==> src/rtl/synth_pkg.sv <==
// Shared constants and types for the chiptune synthesizer: note increments,
// waveform modes and the noise LFSR seed.
package synth_pkg;

  localparam int LFSR_W = 15;
  localparam logic [LFSR_W-1:0] LFSR_SEED = 15'h7FFF;

  // Phase increment per sample tick for each note; entry 0 is the reference pitch.
  localparam logic [7:0] NOTE_INC [0:7] = '{
    8'd128, 8'd144, 8'd161, 8'd171, 8'd192, 8'd215, 8'd228, 8'd255
  };

  typedef enum logic [1:0] {
    MODE_SQUARE50 = 2'd0,
    MODE_PULSE25  = 2'd1,
    MODE_NOISE    = 2'd2,
    MODE_OFF      = 2'd3
  } mode_t;

endpackage

==> src/rtl/synth_voice.sv <==
// One synthesizer voice: phase accumulator, decaying envelope, noise LFSR and
// waveform select. The sample is vol when the waveform bit is high, else 0.
module synth_voice
  import synth_pkg::*;
#(
  parameter int PHASE_W     = 16,
  parameter int VOL_W       = 6,
  parameter int DECAY_SHIFT = 3
) (
  input  logic             clk,
  input  logic             rst_n,
  input  logic             sample_tick,
  input  logic             env_tick,
  input  logic             load,
  input  logic [2:0]       load_note,
  input  logic [1:0]       load_oct,
  input  mode_t            load_mode,
  output logic [VOL_W-1:0] sample
);

  localparam int IDX_W = $clog2(PHASE_W);
  localparam logic [VOL_W-1:0] VOL_MAX = {VOL_W{1'b1}};

  logic [PHASE_W-1:0] phase;
  logic [PHASE_W-1:0] phase_next;
  logic [VOL_W-1:0]   vol;
  logic [2:0]         note;
  logic [1:0]         oct;
  mode_t              mode;
  logic [LFSR_W-1:0]  lfsr;
  logic [IDX_W-1:0]   idx_hi;
  logic [IDX_W-1:0]   idx_lo;
  logic               rise;
  logic               wave_bit;

  // Higher octaves tap lower phase bits, doubling the frequency per octave.
  assign idx_hi     = IDX_W'(PHASE_W - 4) + IDX_W'(2'd3 - oct);
  assign idx_lo     = idx_hi - IDX_W'(1);
  assign phase_next = phase + PHASE_W'(NOTE_INC[note]);
  assign rise       = ~phase[idx_hi] & phase_next[idx_hi];

  always_comb begin
    wave_bit = 1'b0;
    case (mode)
      MODE_SQUARE50: wave_bit = phase[idx_hi];
      MODE_PULSE25:  wave_bit = phase[idx_hi] & phase[idx_lo];
      MODE_NOISE:    wave_bit = lfsr[0];
      default:       wave_bit = 1'b0;
    endcase
  end

  assign sample = wave_bit ? vol : '0;

  always_ff @(posedge clk or negedge rst_n) begin
    if (!rst_n) begin
      phase <= '0;
      vol   <= '0;
      note  <= '0;
      oct   <= '0;
      mode  <= MODE_OFF;
      lfsr  <= LFSR_SEED;
    end else if (load) begin
      phase <= '0;
      vol   <= VOL_MAX;
      note  <= load_note;
      oct   <= load_oct;
      mode  <= load_mode;
      lfsr  <= LFSR_SEED;
    end else begin
      if (sample_tick) begin
        phase <= phase_next;
        // Noise is clocked by the pitch: one LFSR step per rising edge of the tap bit.
        if (mode == MODE_NOISE && rise) begin
          lfsr <= {lfsr[LFSR_W-2:0], lfsr[14] ^ lfsr[13]};
        end
      end
      if (env_tick) begin
        vol <= vol - (vol >> DECAY_SHIFT);
      end
    end
  end

endmodule

==> src/rtl/chiptune_synth.sv <==
// Multi-voice chiptune synthesizer: command decode, NUM_VOICES voices, mixer
// and a first-order delta-sigma modulator producing 1-bit audio.
module chiptune_synth
  import synth_pkg::*;
#(
  parameter int NUM_VOICES  = 2,
  parameter int PHASE_W     = 16,
  parameter int VOL_W       = 6,
  parameter int DECAY_SHIFT = 3
) (
  input  logic       clk,
  input  logic       rst_n,
  input  logic       sample_tick,
  input  logic       env_tick,
  input  logic       cmd_valid,
  output logic       cmd_ready,
  input  logic [2:0] cmd_voice,
  input  logic [2:0] cmd_note,
  input  logic [1:0] cmd_oct,
  input  logic [1:0] cmd_mode,
  output logic       audio_pwm
);

  localparam int MIX_W = VOL_W + $clog2(NUM_VOICES);

  logic             accept;
  logic [VOL_W-1:0] samples [NUM_VOICES];
  logic [MIX_W-1:0] mix;
  logic [MIX_W-1:0] acc;
  logic [MIX_W:0]   acc_sum;

  assign accept = cmd_valid & cmd_ready;

  // Commands for non-existent voices match no load strobe and are simply dropped.
  generate
    for (genvar gi = 0; gi < NUM_VOICES; gi++) begin : gen_voice
      logic load;
      assign load = accept && (cmd_voice == 3'(gi));

      synth_voice #(
        .PHASE_W     (PHASE_W),
        .VOL_W       (VOL_W),
        .DECAY_SHIFT (DECAY_SHIFT)
      ) u_voice (
        .clk         (clk),
        .rst_n       (rst_n),
        .sample_tick (sample_tick),
        .env_tick    (env_tick),
        .load        (load),
        .load_note   (cmd_note),
        .load_oct    (cmd_oct),
        .load_mode   (mode_t'(cmd_mode)),
        .sample      (samples[gi])
      );
    end
  endgenerate

  always_comb begin
    mix = '0;
    for (int i = 0; i < NUM_VOICES; i++) begin
      mix = mix + MIX_W'(samples[i]);
    end
  end

  assign acc_sum = {1'b0, acc} + {1'b0, mix};

  always_ff @(posedge clk or negedge rst_n) begin
    if (!rst_n) begin
      acc       <= '0;
      audio_pwm <= 1'b0;
      cmd_ready <= 1'b0;
    end else begin
      acc       <= acc_sum[MIX_W-1:0];
      audio_pwm <= acc_sum[MIX_W];
      cmd_ready <= ~accept;
    end
  end

endmodule

==> config.mk <==
export PLATFORM = sky130hd
export DESIGN_NAME = chiptune_synth
export DESIGN_NICKNAME = d
export VERILOG_FILES = /design/src/rtl/synth_pkg.sv /design/src/rtl/synth_voice.sv /design/src/rtl/chiptune_synth.sv
export SDC_FILE = /design/constraint.sdc
export NUM_CORES = 1
export LEC_CHECK = 0
export CELL_PAD_IN_SITES_DETAIL_PLACEMENT = 1
export CELL_PAD_IN_SITES_GLOBAL_PLACEMENT = 1
export CORE_MARGIN = 2
export CORE_UTILIZATION = 54
export CTS_CLUSTER_DIAMETER = 100
export DETAILED_ROUTE_END_ITERATION = 12
export PLACE_DENSITY_LB_ADDON = 0.1
export SLEW_MARGIN = 25
export SYNTH_ARGS = -nofsm -noshare
export SYNTH_HDL_FRONTEND = slang
export SYNTH_HIERARCHICAL = 1
export SYNTH_SLANG_ARGS = --single-unit
==> constraint.sdc <==
create_clock -name clk -period 5.6 [get_ports clk]
set_input_delay 0.56 -clock clk [delete_from_list [all_inputs] [get_ports clk]]
set_output_delay 0.56 -clock clk [all_outputs]
set_load 0.02 [all_outputs]
==> results.sh <==
export IMPL_antenna_found_initial=0
export IMPL_place_area_um2=6190
export IMPL_numClockSinks=97
export IMPL_post_place_ws_ns=1.82
export IMPL_powerDensity_nw_per_um2=506
export IMPL_synth_commonest_cells="nor2_1, dfrtp_1, mux2i_1, inv_1, dfstp_2"
export IMPL_rr_startpoint="gen_voice[1].u_voice/oct[0]$_DFFE_PN0P_"
export IMPL_clk_latency_ns=0.38
export IMPL_synth_seq_area_share=0.414
export IMPL_worstPathMaxFanout=9
export IMPL_post_cts_resized=0
export IMPL_grt_max_degree=63
export IMPL_worst_hold_slack_ns=0.140
export IMPL_fillers=1167
export IMPL_fin_setup_tns_ns=0
export IMPL_syn_nets=625
export IMPL_slew_viol_final=0
export IMPL_drc_errors=0
export IMPL_regToRegEndpoint="acc[5]$_DFF_PN0_"
export IMPL_root_buffer="clkbuf_8"
export IMPL_postSynthAreaPerCell_um2=10.5
export IMPL_outcome="finished, final reports clean"
export IMPL_async_reset_ff_frac=1.00
export IMPL_via_count=4123
export IMPL_tightest_slew_ns=0.974
export IMPL_grt_pass1_wl_um=22300
export IMPL_synth_compound_gate_area_share=0.106
export IMPL_skew_ns=0.00785
export IMPL_overflow=0
export IMPL_drtIter0Drc=149
export IMPL_ys_warnings_count=6
export IMPL_num_nets_final=638
export IMPL_synthMuxAreaShare=0.110
export IMPL_start_kind="flip-flop"
export IMPL_gp_congestion=0.808
export IMPL_synth_largest_area_cell="dfrtp_1"
export IMPL_die_w_um=109
export IMPL_antenna_cells=0
export IMPL_hpwlAfterDp_um=9200
export IMPL_min_period_ns=3.86
export IMPL_max_cap_viol_count=0
export IMPL_routed_wl_um=12700
export IMPL_port_buffers=16
export IMPL_yosys_area_share_xor_xnor=0.0602
export IMPL_hold_viol_final=0
export IMPL_syn_cell_area_um2=5960
export IMPL_core_area_um2=10800
export IMPL_area_growth_pct=7.26
export IMPL_fmax_ghz=0.259
export IMPL_setup_viol=0
export IMPL_cts_buffer_depth=2
export IMPL_htreeDepth=3
export IMPL_rows=38
export IMPL_grt_usage=0.244
export IMPL_irDropWorstVdd_mv=0.267
export IMPL_crit_path_end_kind="flip-flop"
export IMPL_ioPinCount=17
export IMPL_worstRegToRegCells=13
export IMPL_syn_instance_count=569
export IMPL_finalWorstSetupSlack_ns=1.74
export IMPL_cp_data_arrival_time_ns=4.15
export IMPL_critPathLaunch="gen_voice[1].u_voice/oct[0]$_DFFE_PN0P_"
export IMPL_hold_class="in2async"
export IMPL_ys_ff_latch=97
export IMPL_slew_headroom=0.349
export IMPL_hold_buffers=0
export IMPL_layoutNonFillerInstCount=727
export IMPL_drive_gt1_frac=0.158
export IMPL_firstDrtPassIters=4
export IMPL_worstSetupPathType="reg2reg"
export IMPL_synth_cell_types=56
export IMPL_clk_pin_slew_worst_paths_ns=0.09
export IMPL_synthTopCellsByArea="dfrtp_1, dfstp_2, mux2i_1"
export IMPL_synth_simple_area_share=0.162
export IMPL_post_route_period_util=0.689
export IMPL_cellLeakagePower_uw=0.00272
export IMPL_synth_top_area_frac=0.264
export IMPL_rsz0062_at_grt="no"
export IMPL_initial_core_util=0.552
export IMPL_ant_nets=0
export IMPL_placed_cells=711
export IMPL_r2r_setup_slack_ns=1.74
export IMPL_wl_per_cell_um=17.5
export IMPL_grt_pass1_vias=4521
export IMPL_die_y_um=109
export IMPL_synth_ff_type="dfrtp_1"
export IMPL_synth_most_common_cell="nor2_1"
export IMPL_cp_data_required_time_ns=5.89
export IMPL_cts_buffers=9
export IMPL_synthAdderAreaFrac=0.0999
export IMPL_cts_post_setup_buffers_inserted=0
export IMPL_cts_tree="yes"
export IMPL_design_area_um2=6390
export IMPL_synth_top_family_by_area="simple AND/OR/NAND/NOR gates"
export IMPL_synth_edf_count=0
export IMPL_die_area_um2=11900
export IMPL_via_per_inst=5.67
## worst max-delay path by stage
stage                                                to  slack (ns)  depth (start not counted)
2_1_floorplan                       audio_pwm$_DFF_PN0_        2.35                         14
3_3_place_gp   gen_voice[0].u_voice/lfsr[3]$_DFFE_PN1P_        1.93                          7
3_5_place_dp                        audio_pwm$_DFF_PN0_        1.82                         14
4_1_cts                             audio_pwm$_DFF_PN0_        1.77                         14
5_1_grt                                acc[5]$_DFF_PN0_        1.52                         13
6_report                               acc[5]$_DFF_PN0_        1.74                         13
## per-layer routing
metal	global-route usage	wire length [um]
met1	0.292	5600
met2	0.429	6490
met3	0.0562	384
met4	0.0806	247
met5	0	0
## registers in the layout, indices dropped and copies added, names as in the netlist
| register | count |
|---|---|
| audio_pwm | 1 |
| cmd_ready | 1 |
| gen_voice.u_voice/phase | 32 |
| acc | 7 |
| gen_voice.u_voice/lfsr | 30 |
| gen_voice.u_voice/mode | 4 |
| gen_voice.u_voice/note | 6 |
| gen_voice.u_voice/oct | 4 |
| gen_voice.u_voice/vol | 12 |
## power by group
group | total [uW] | switching (uW) | internal, uW
Clock | 484 | 253 | 232
Sequential | 1260 | 232 | 1030
Combinational | 1490 | 831 | 655
## placed cells by master (no fill, tap or decap), types with 4 or more instances in the layout
master           Yosys  final
inv_1               35     35
and2_1               4      4
nand2_1             31     31
nand2b_1            15     15
clkbuf_8             4      9
dfrtp_1             63     63
nor3_1              10     10
nor2_1              87     87
nand3b_1             4      4
xor2_1              26     26
a31oi_1              4      4
ha_1                30     30
fa_1                11     11
o211ai_1             4      4
nor2b_1              7      7
nand3_1             12     12
dfstp_2             34     34
o21ai_1              5      5
clkdlybuf4s50_1      0     15
mux2i_1             38     38
a211oi_1             6      6
nand4_1              4      4
mux2_2              12     12
xnor2_1             15     15
a21oi_1             18     18
o21a_1               7      7
buf_4                0      5
o21ai_0             18     18
mux4_2               4      4
## critical path, stage by stage, from the launching register on
cell and delay [ns]:
dfrtp_1 0.49, ha_1 0.36, mux4_1 0.29, mux2i_1 0.15, a21oi_1 0.08, a31oi_1 0.45
nor2_1 0.14, fa_1 0.57, ha_1 0.21, inv_1 0.09, fa_1 0.44, nor2b_1 0.20
o21ai_0 0.12, a21oi_1 0.18
## through the flow
stage | total power, uW | utilization
2_1_floorplan | 2370 | -
3_3_place_gp | 2610 | 0.573
3_5_place_dp | 2750 | 0.573
4_1_cts | 3270 | 0.593
5_1_grt | 3530 | 0.593
6_report | 3230 | 0.593
## cell families after synthesis
family	count (synthesis)
fa+ha+maj	41
buf+inv	53
simple gates	194
compound gates	87
mux	56
flops	97
xor+xnor	41
## final cells by class
cell class                 count  area [um^2]  share of cell area
inverter                      35          131              0.0205
sequential                    97         2470               0.386
clock buffer                  11          153              0.0239
tap                          140          175              0.0274
multi-input combinational    419         3230               0.504
clock inverter                 5         52.6             0.00822
timing repair buffer          20          188              0.0293
Note: power is estimated with default switching activity, not from simulation.
